## src/rtl/mips_ctrl_pkg.sv

```systemverilog
// Shared definitions for the MIPS control path: opcodes, functs, ALU codes,
// multi-cycle FSM states and datapath mux encodings.
package mips_ctrl_pkg;

    // Opcodes (IR[31:26])
    localparam logic [5:0] OP_RTYPE = 6'b000000;
    localparam logic [5:0] OP_ADDI  = 6'b001000;
    localparam logic [5:0] OP_LW    = 6'b100011;
    localparam logic [5:0] OP_SW    = 6'b101011;
    localparam logic [5:0] OP_BEQ   = 6'b000100;
    localparam logic [5:0] OP_J     = 6'b000010;

    // R-type function codes (IR[5:0]); an all-zero R-type word is a NOP
    localparam logic [5:0] FN_NOP = 6'b000000;
    localparam logic [5:0] FN_ADD = 6'b100000;
    localparam logic [5:0] FN_SUB = 6'b100010;
    localparam logic [5:0] FN_AND = 6'b100100;
    localparam logic [5:0] FN_OR  = 6'b100101;
    localparam logic [5:0] FN_SLT = 6'b101010;

    // ALU operation codes
    localparam logic [3:0] ALU_ADD = 4'b0000;
    localparam logic [3:0] ALU_SUB = 4'b0001;
    localparam logic [3:0] ALU_AND = 4'b0010;
    localparam logic [3:0] ALU_SLT = 4'b0100;
    localparam logic [3:0] ALU_OR  = 4'b0101;

    // ALU input B select
    localparam logic [1:0] SRCB_REG     = 2'b00;
    localparam logic [1:0] SRCB_FOUR    = 2'b01;
    localparam logic [1:0] SRCB_IMM     = 2'b10;
    localparam logic [1:0] SRCB_IMM_SH2 = 2'b11;

    // Next-PC select
    localparam logic [1:0] PCSRC_ALU    = 2'b00;
    localparam logic [1:0] PCSRC_ALUOUT = 2'b01;
    localparam logic [1:0] PCSRC_JUMP   = 2'b10;

    // Multi-cycle controller states
    typedef enum logic [3:0] {
        S_RESET    = 4'd0,
        S_FETCH    = 4'd1,
        S_DECODE   = 4'd2,
        S_MEM_ADDR = 4'd3,
        S_MEM_RD   = 4'd4,
        S_MEM_WB   = 4'd5,
        S_MEM_WR   = 4'd6,
        S_EXEC_R   = 4'd7,
        S_RTYPE_WB = 4'd8,
        S_EXEC_I   = 4'd9,
        S_ITYPE_WB = 4'd10,
        S_BRANCH   = 4'd11,
        S_JUMP     = 4'd12
    } state_t;

    // True for every opcode the controller knows how to sequence
    function automatic logic op_is_legal(input logic [5:0] op);
        case (op)
            OP_RTYPE, OP_ADDI, OP_LW, OP_SW, OP_BEQ, OP_J: op_is_legal = 1'b1;
            default:                                       op_is_legal = 1'b0;
        endcase
    endfunction

endpackage

```

## src/rtl/multicycle_control_if.sv

```systemverilog
// Controller-to-datapath bundle. The controller side (master) consumes the
// IR fields and memory ready, and drives every datapath enable and select.
// mem_ready is a level: it means the memory access presented this cycle
// completes this cycle; the request strobe stays high until it is seen.
interface multicycle_control_if #(
    parameter int ALU_CNTRL_W = 4,
    parameter int CNT_W       = 32
);
    logic [5:0]             op_in;
    logic [5:0]             func_in;
    logic                   mem_ready;
    logic                   pc_write;
    logic                   pc_write_cond;
    logic                   ir_write;
    logic                   i_or_d;
    logic                   mem_read;
    logic                   mem_write;
    logic                   mem_to_reg;
    logic                   reg_dst;
    logic                   reg_write;
    logic                   alu_src_a;
    logic [1:0]             alu_src_b;
    logic [1:0]             pc_source;
    logic [ALU_CNTRL_W-1:0] alu_cntrl;
    logic                   illegal_op;
    logic [CNT_W-1:0]       instr_count;

    modport master (
        input  op_in, func_in, mem_ready,
        output pc_write, pc_write_cond, ir_write, i_or_d, mem_read, mem_write,
               mem_to_reg, reg_dst, reg_write, alu_src_a, alu_src_b, pc_source,
               alu_cntrl, illegal_op, instr_count
    );

    modport slave (
        output op_in, func_in, mem_ready,
        input  pc_write, pc_write_cond, ir_write, i_or_d, mem_read, mem_write,
               mem_to_reg, reg_dst, reg_write, alu_src_a, alu_src_b, pc_source,
               alu_cntrl, illegal_op, instr_count
    );
endinterface

```

## src/rtl/alu_ctrl_decode.sv

```systemverilog
// Combinational funct-to-ALU-code decoder with a legality flag. Shared with
// the pipelined core, so it knows nothing about opcodes or NOPs.
module alu_ctrl_decode
    import mips_ctrl_pkg::*;
(
    input  logic [5:0] func_i,
    output logic [3:0] alu_cntrl_o,
    output logic       legal_o
);

    // Map each supported funct to its ALU code; flag everything else
    always_comb begin
        alu_cntrl_o = ALU_ADD;
        legal_o     = 1'b1;
        case (func_i)
            FN_ADD:  alu_cntrl_o = ALU_ADD;
            FN_SUB:  alu_cntrl_o = ALU_SUB;
            FN_AND:  alu_cntrl_o = ALU_AND;
            FN_OR:   alu_cntrl_o = ALU_OR;
            FN_SLT:  alu_cntrl_o = ALU_SLT;
            default: legal_o     = 1'b0;
        endcase
    end

endmodule

```

## src/rtl/multicycle_control.sv

```systemverilog
// Moore-style sequencer for the multi-cycle MIPS datapath. Steps each
// instruction through fetch/decode/execute/memory/write-back, stalls on
// memory ready, traps unsupported encodings and counts retired instructions.
module multicycle_control
    import mips_ctrl_pkg::*;
#(
    parameter int ALU_CNTRL_W = 4,
    parameter int CNT_W       = 32
) (
    input  logic                 clk,
    input  logic                 rst,
    multicycle_control_if.master bus,
    output logic [3:0]           state_o
);

    state_t           state_q, state_d;
    logic [CNT_W-1:0] cnt_q, cnt_d;
    logic             retire;

    logic [3:0] funct_alu;
    logic       funct_legal;
    logic       is_nop;
    logic       instr_illegal;

    logic       pc_write, pc_write_cond, ir_write, i_or_d;
    logic       mem_read, mem_write, mem_to_reg, reg_dst, reg_write;
    logic       alu_src_a, illegal_op;
    logic [1:0] alu_src_b, pc_source;
    logic [3:0] alu_code;

    alu_ctrl_decode u_alu_dec (
        .func_i      (bus.func_in),
        .alu_cntrl_o (funct_alu),
        .legal_o     (funct_legal)
    );

    // An all-zero R-type word is a NOP; any other unknown funct is a trap
    assign is_nop        = (bus.op_in == OP_RTYPE) && (bus.func_in == FN_NOP);
    assign instr_illegal = !op_is_legal(bus.op_in) ||
                           ((bus.op_in == OP_RTYPE) && !is_nop && !funct_legal);

    // State and retired-instruction counter; reset wins over everything
    always_ff @(posedge clk) begin
        if (rst) begin
            state_q <= S_RESET;
            cnt_q   <= '0;
        end else begin
            state_q <= state_d;
            cnt_q   <= cnt_d;
        end
    end

    // Next state, retire strobe and state-decoded datapath controls
    always_comb begin
        state_d       = state_q;
        retire        = 1'b0;
        pc_write      = 1'b0;
        pc_write_cond = 1'b0;
        ir_write      = 1'b0;
        i_or_d        = 1'b0;
        mem_read      = 1'b0;
        mem_write     = 1'b0;
        mem_to_reg    = 1'b0;
        reg_dst       = 1'b0;
        reg_write     = 1'b0;
        alu_src_a     = 1'b0;
        alu_src_b     = SRCB_REG;
        pc_source     = PCSRC_ALU;
        alu_code      = ALU_ADD;
        illegal_op    = 1'b0;

        case (state_q)
            S_RESET: begin
                state_d = S_FETCH;
            end
            S_FETCH: begin
                mem_read  = 1'b1;
                alu_src_b = SRCB_FOUR;
                alu_code  = ALU_ADD;
                // IR load and PC+4 only on the cycle the fetch completes
                ir_write  = bus.mem_ready;
                pc_write  = bus.mem_ready;
                if (bus.mem_ready) begin
                    state_d = S_DECODE;
                end
            end
            S_DECODE: begin
                alu_src_b  = SRCB_IMM_SH2;
                alu_code   = ALU_ADD;
                illegal_op = instr_illegal;
                case (bus.op_in)
                    OP_LW, OP_SW: state_d = S_MEM_ADDR;
                    OP_ADDI:      state_d = S_EXEC_I;
                    OP_BEQ:       state_d = S_BRANCH;
                    OP_J:         state_d = S_JUMP;
                    OP_RTYPE: begin
                        if (is_nop) begin
                            state_d = S_FETCH;
                            retire  = 1'b1;
                        end else if (funct_legal) begin
                            state_d = S_EXEC_R;
                        end else begin
                            state_d = S_FETCH;
                        end
                    end
                    default:      state_d = S_FETCH;
                endcase
            end
            S_MEM_ADDR: begin
                alu_src_a = 1'b1;
                alu_src_b = SRCB_IMM;
                alu_code  = ALU_ADD;
                state_d   = (bus.op_in == OP_LW) ? S_MEM_RD : S_MEM_WR;
            end
            S_MEM_RD: begin
                mem_read = 1'b1;
                i_or_d   = 1'b1;
                if (bus.mem_ready) begin
                    state_d = S_MEM_WB;
                end
            end
            S_MEM_WB: begin
                reg_write  = 1'b1;
                mem_to_reg = 1'b1;
                state_d    = S_FETCH;
                retire     = 1'b1;
            end
            S_MEM_WR: begin
                mem_write = 1'b1;
                i_or_d    = 1'b1;
                if (bus.mem_ready) begin
                    state_d = S_FETCH;
                    retire  = 1'b1;
                end
            end
            S_EXEC_R: begin
                alu_src_a = 1'b1;
                alu_code  = funct_alu;
                state_d   = S_RTYPE_WB;
            end
            S_RTYPE_WB: begin
                reg_write = 1'b1;
                reg_dst   = 1'b1;
                state_d   = S_FETCH;
                retire    = 1'b1;
            end
            S_EXEC_I: begin
                alu_src_a = 1'b1;
                alu_src_b = SRCB_IMM;
                alu_code  = ALU_ADD;
                state_d   = S_ITYPE_WB;
            end
            S_ITYPE_WB: begin
                reg_write = 1'b1;
                state_d   = S_FETCH;
                retire    = 1'b1;
            end
            S_BRANCH: begin
                alu_src_a     = 1'b1;
                alu_code      = ALU_SUB;
                pc_write_cond = 1'b1;
                pc_source     = PCSRC_ALUOUT;
                state_d       = S_FETCH;
                retire        = 1'b1;
            end
            S_JUMP: begin
                pc_write  = 1'b1;
                pc_source = PCSRC_JUMP;
                state_d   = S_FETCH;
                retire    = 1'b1;
            end
            default: begin
                state_d = S_RESET;
            end
        endcase

        cnt_d = retire ? (cnt_q + CNT_W'(1)) : cnt_q;
    end

    assign bus.pc_write      = pc_write;
    assign bus.pc_write_cond = pc_write_cond;
    assign bus.ir_write      = ir_write;
    assign bus.i_or_d        = i_or_d;
    assign bus.mem_read      = mem_read;
    assign bus.mem_write     = mem_write;
    assign bus.mem_to_reg    = mem_to_reg;
    assign bus.reg_dst       = reg_dst;
    assign bus.reg_write     = reg_write;
    assign bus.alu_src_a     = alu_src_a;
    assign bus.alu_src_b     = alu_src_b;
    assign bus.pc_source     = pc_source;
    assign bus.alu_cntrl     = ALU_CNTRL_W'(alu_code);
    assign bus.illegal_op    = illegal_op;
    assign bus.instr_count   = cnt_q;
    assign state_o           = state_q;

endmodule

```

## src/flat_wrapper.sv

```systemverilog
// flat-port wrapper written by rule: the top's interface ports become plain ports
module multicycle_control_flat import mips_ctrl_pkg::*;
#(
    parameter int ALU_CNTRL_W = 4,
    parameter int CNT_W       = 32
)
  (clk, rst, state_o, bus_op_in, bus_func_in, bus_mem_ready, bus_pc_write, bus_pc_write_cond, bus_ir_write, bus_i_or_d, bus_mem_read, bus_mem_write, bus_mem_to_reg, bus_reg_dst, bus_reg_write, bus_alu_src_a, bus_alu_src_b, bus_pc_source, bus_alu_cntrl, bus_illegal_op, bus_instr_count);
  multicycle_control_if #(.ALU_CNTRL_W(ALU_CNTRL_W), .CNT_W(CNT_W)) bus_i ();
  input  logic clk;
  input  logic rst;
  output logic [3:0] state_o;
  input wire logic [$bits(bus_i.op_in)-1:0] bus_op_in;
  input wire logic [$bits(bus_i.func_in)-1:0] bus_func_in;
  input wire logic [$bits(bus_i.mem_ready)-1:0] bus_mem_ready;
  output wire logic [$bits(bus_i.pc_write)-1:0] bus_pc_write;
  output wire logic [$bits(bus_i.pc_write_cond)-1:0] bus_pc_write_cond;
  output wire logic [$bits(bus_i.ir_write)-1:0] bus_ir_write;
  output wire logic [$bits(bus_i.i_or_d)-1:0] bus_i_or_d;
  output wire logic [$bits(bus_i.mem_read)-1:0] bus_mem_read;
  output wire logic [$bits(bus_i.mem_write)-1:0] bus_mem_write;
  output wire logic [$bits(bus_i.mem_to_reg)-1:0] bus_mem_to_reg;
  output wire logic [$bits(bus_i.reg_dst)-1:0] bus_reg_dst;
  output wire logic [$bits(bus_i.reg_write)-1:0] bus_reg_write;
  output wire logic [$bits(bus_i.alu_src_a)-1:0] bus_alu_src_a;
  output wire logic [$bits(bus_i.alu_src_b)-1:0] bus_alu_src_b;
  output wire logic [$bits(bus_i.pc_source)-1:0] bus_pc_source;
  output wire logic [$bits(bus_i.alu_cntrl)-1:0] bus_alu_cntrl;
  output wire logic [$bits(bus_i.illegal_op)-1:0] bus_illegal_op;
  output wire logic [$bits(bus_i.instr_count)-1:0] bus_instr_count;
  assign bus_i.op_in = bus_op_in;
  assign bus_i.func_in = bus_func_in;
  assign bus_i.mem_ready = bus_mem_ready;
  assign bus_pc_write = bus_i.pc_write;
  assign bus_pc_write_cond = bus_i.pc_write_cond;
  assign bus_ir_write = bus_i.ir_write;
  assign bus_i_or_d = bus_i.i_or_d;
  assign bus_mem_read = bus_i.mem_read;
  assign bus_mem_write = bus_i.mem_write;
  assign bus_mem_to_reg = bus_i.mem_to_reg;
  assign bus_reg_dst = bus_i.reg_dst;
  assign bus_reg_write = bus_i.reg_write;
  assign bus_alu_src_a = bus_i.alu_src_a;
  assign bus_alu_src_b = bus_i.alu_src_b;
  assign bus_pc_source = bus_i.pc_source;
  assign bus_alu_cntrl = bus_i.alu_cntrl;
  assign bus_illegal_op = bus_i.illegal_op;
  assign bus_instr_count = bus_i.instr_count;
  multicycle_control #(.ALU_CNTRL_W(ALU_CNTRL_W), .CNT_W(CNT_W)) u_core (.clk(clk), .rst(rst), .bus(bus_i), .state_o(state_o));
endmodule
```

## config.mk

```make
export PLATFORM = sky130hd
export DESIGN_NAME = multicycle_control_flat
export DESIGN_NICKNAME = d
export VERILOG_FILES = /design/src/rtl/mips_ctrl_pkg.sv /design/src/rtl/multicycle_control_if.sv /design/src/rtl/alu_ctrl_decode.sv /design/src/rtl/multicycle_control.sv /design/src/flat_wrapper.sv
export SDC_FILE = /design/constraint.sdc
export NUM_CORES = 1
export LEC_CHECK = 0
export ABC_AREA = 1
export BUFFER_PORTS_ARGS = -buffer_cell sky130_fd_sc_hd__buf_2
export CAP_MARGIN = 20
export CORE_ASPECT_RATIO = 0.9
export CORE_MARGIN = 4
export CORE_UTILIZATION = 45
export DETAILED_ROUTE_END_ITERATION = 12
export GPL_TIMING_DRIVEN = 1
export PLACE_DENSITY = 0.7
export REMOVE_ABC_BUFFERS = 1
export SKIP_CTS_REPAIR_TIMING = 1
export SLEW_MARGIN = 0
export SYNTH_ARGS = -nofsm -noshare
export SYNTH_HDL_FRONTEND = slang
export SYNTH_HIERARCHICAL = 1
export SYNTH_SLANG_ARGS = --single-unit
```

## constraint.sdc

```tcl
create_clock -name clk -period 2.85 [get_ports clk]
set_clock_uncertainty 0.1 [all_clocks]
set_input_delay 0.57 -clock clk [delete_from_list [all_inputs] [get_ports clk]]
set_output_delay 0.57 -clock clk [all_outputs]
set_load 0.01 [all_outputs]
```

==> metrics.md <==
| Metric | Value |
|---|---|
| Startpoint Class | primary input |
| Synth Register Bits | 36 |
| Maximum VDD drop | 0.232 mV |
| Status | complete, no violations |
| Initial antenna violation count | 0 |
| Core area | 5760 um2 |
| Die Footprint | 7340 um2 |
| Final non-filler cell total | 607 |
| First-pass GRT wire length | 12.6 mm |
| WP data arrival | 1620 ps |
| Worst slack at placement | 569 ps |
| Clock buffer count from CTS | 5 |
| Crit Path Category | in -> out |
| Crit-path max FO | 4 |
| PnR worst setup slack | 558 ps |
| Gr usage total | 20.7% |
| CP endpoint kind | output pin |
| Setup TNS | 0 ps |
| Int Pwr | 0.000785 W |
| Root Buffer | clkbuf_8 |
| Routed vias | 3165 |
| Synth area leaders | dfxtp_1 (27%), nand2_1 (23%), nor2_1 (12%), nand3_1 (8.1%), a21oi_1 (6.6%) |
| Diode count | 0 |
| Yosys warning count | 6 |
| Commonest cells post-synth | nand2_1 (164), nor2_1 (88), nand3_1 (44) |
| Placed cells | 602 |
| Total grt overflow | 0 |
| Reg power frac | 45.9% |
| Initial Util | 47.1% |
| Largest net degree at the start of global routing | 38 |
| Sw frac | 34.9% |
| Fmax | 436 MHz |
| Post-Route WL | 7.63 mm |
| Slew Viols, Final | 0 |
| CTS tree | done |
| Drt drc | 0 |
| Clk_lat worst skew | 290 ps |
| Post-synth EDFFs | 0 |
| Layout net count | 555 |
| Port-buffer cells | 68 |
| Endpoints failing setup | 0 |
| Starting DRT DRC Count | 181 |
| Top FF cell, synth | dfxtp_1 |
| Filler cell count in the final layout | 617 |
| Die Ht | 81.7 um |
| Worst Hold Class | reg -> reg |
| Area Overhead vs Synth | 16.3% |
| Tot Pwr | 0.00121 W |
| P_leak | 1.48 nW |
| Post-synthesis cell type count | 29 |
| PD cells | 382 nW/um2 |
| Die Wd | 89.8 um |
| Maxcap violations | 0 |
| DRT Pass-1 Iters | 6 |
| I/O pin total | 70 |
| Crit path required time | 2180 ps |
| Yosys top cell by area | dfxtp_1 |
| Final Hold Viols | 0 |
| Via-per-instance ratio | 5.21 |
| Ys async rst share | 0% |
| Post-DR wirelength/cell | 12.6 um |
| Period utilization | 80.4% |
| Vias in the first global route | 2785 |
| Top cell type's share of synthesized area | 26.6% |
| Cells after Synth | 473 |
| Post-route ant nets | 0 |
| Comb pwr share | 26.8% |
| Core Rows | 26 |
| Post-detail-place hpwl | 5.83 mm |
| Register area share after synthesis | 26.6% |
| Clock Power Share | 27.3% |
| Syn_area_per_cell | 5.73 um2 |
| Layout cell share with drive strength beyond 1 | 16.6% |
| Count leader, synth | nand2_1 |
| Clock-pin slew on the worst setup and hold paths | 60 ps |
| Routability congestion estimate | 0.884 |
| Syn Std Cell Area | 2710 um2 |
| Switch Pwr | 0.000421 W |
| CTS Sinks | 36 |
| H-tree Lvls | 2 |
| Clock Tree Buf Depth | 2 |
| Tmin final | 2290 ps |
| RSZ-0062 raised after global routing | no |
layout by cell type (no fill, tap or decap), types with 4 or more instances in the layout:
| cell | instances |
|---|---|
| inv_1 | 35 |
| xor2_1 | 8 |
| nand3_1 | 44 |
| nand4_1 | 4 |
| nand2_1 | 164 |
| dfxtp_1 | 36 |
| clkbuf_8 | 5 |
| buf_2 | 68 |
| nor2_1 | 88 |
| a21oi_1 | 36 |
| o21ai_0 | 8 |
| nand3b_1 | 16 |
path summary, 6_finish.rpt:
path / start / to / slack, ps / cells past startpoint
setup / recovery: bus_op_in[3] / bus_illegal_op / 560 / 7
hold / removal: u_core/bus.instr_count[31] / u_core/bus.instr_count[31] / 430 / 2
setup reg to reg: u_core/bus.instr_count[0] / u_core/bus.instr_count[30] / 730 / 9
hold reg to reg: u_core/bus.instr_count[31] / u_core/bus.instr_count[31] / 430 / 2
state kept, by name, summed over array words and instances, names as in the netlist:
signal,count
u_core/bus.instr_count,32
u_core/state_o,4
per-layer routing:
| layer | vias to the layer above | track usage [%] | share of wire, % |
|---|---|---|---|
| li1 | 1627 | - | - |
| met1 | 1434 | 27.3 | 48 |
| met2 | 100 | 35.7 | 45 |
| met3 | 4 | 3.75 | 5.9 |
| met4 | 0 | 5.05 | 0.67 |
| met5 | - | 0 | 0 |
cells by family after synthesis:
kind of cell    count (synthesis)  synth area share, %
simple gates                  327                 52.2
buf+inv                        51                 8.26
compound gates                 46                 8.81
flops                          36                 26.6
xor+xnor                       11                 3.55
fa+ha+maj                       1                0.461
other cells                     1                0.138
through the flow:
step / util (%) / cell area [um2] / hold WS (ps)
after floorplan: - / 2640 / 419
after global placement: 53.6 / 3090 / 399
after detailed placement: 53.6 / 3090 / 413
after CTS: 54.8 / 3150 / 424
after global routing: 54.8 / 3150 / 456
final: 54.8 / 3150 / 426
power groups by stage:
stage | Sequential (W) | Clock, W | Combinational (W)
after floorplan | 0.000566 | 0 | 0.000195
after global placement | 0.000565 | 0 | 0.000316
after detailed placement | 0.000564 | 0 | 0.000321
after CTS | 0.000553 | 0.000343 | 0.000322
after global routing | 0.000557 | 0.000358 | 0.000363
final | 0.000554 | 0.000329 | 0.000323
critical path: stages:
cell      delay [ps]
buf_2            110
nor2_1           220
nand2_1           80
nor2_1           250
nand3b_1         110
a21oi_1          140
buf_2            140
area by class of cell:
| cell class | instances | area (um2) | share of cell area (%) |
|---|---|---|---|
| Clock buffer | 5 | 68.8 | 2.18 |
| Inverter | 39 | 146 | 4.64 |
| Multi-Input combinational cell | 386 | 1770 | 56.0 |
| Timing Repair Buffer | 71 | 363 | 11.5 |
| Sequential cell | 36 | 721 | 22.8 |
| Tap cell | 70 | 87.6 | 2.78 |
Power figures use the tool's default switching activity.
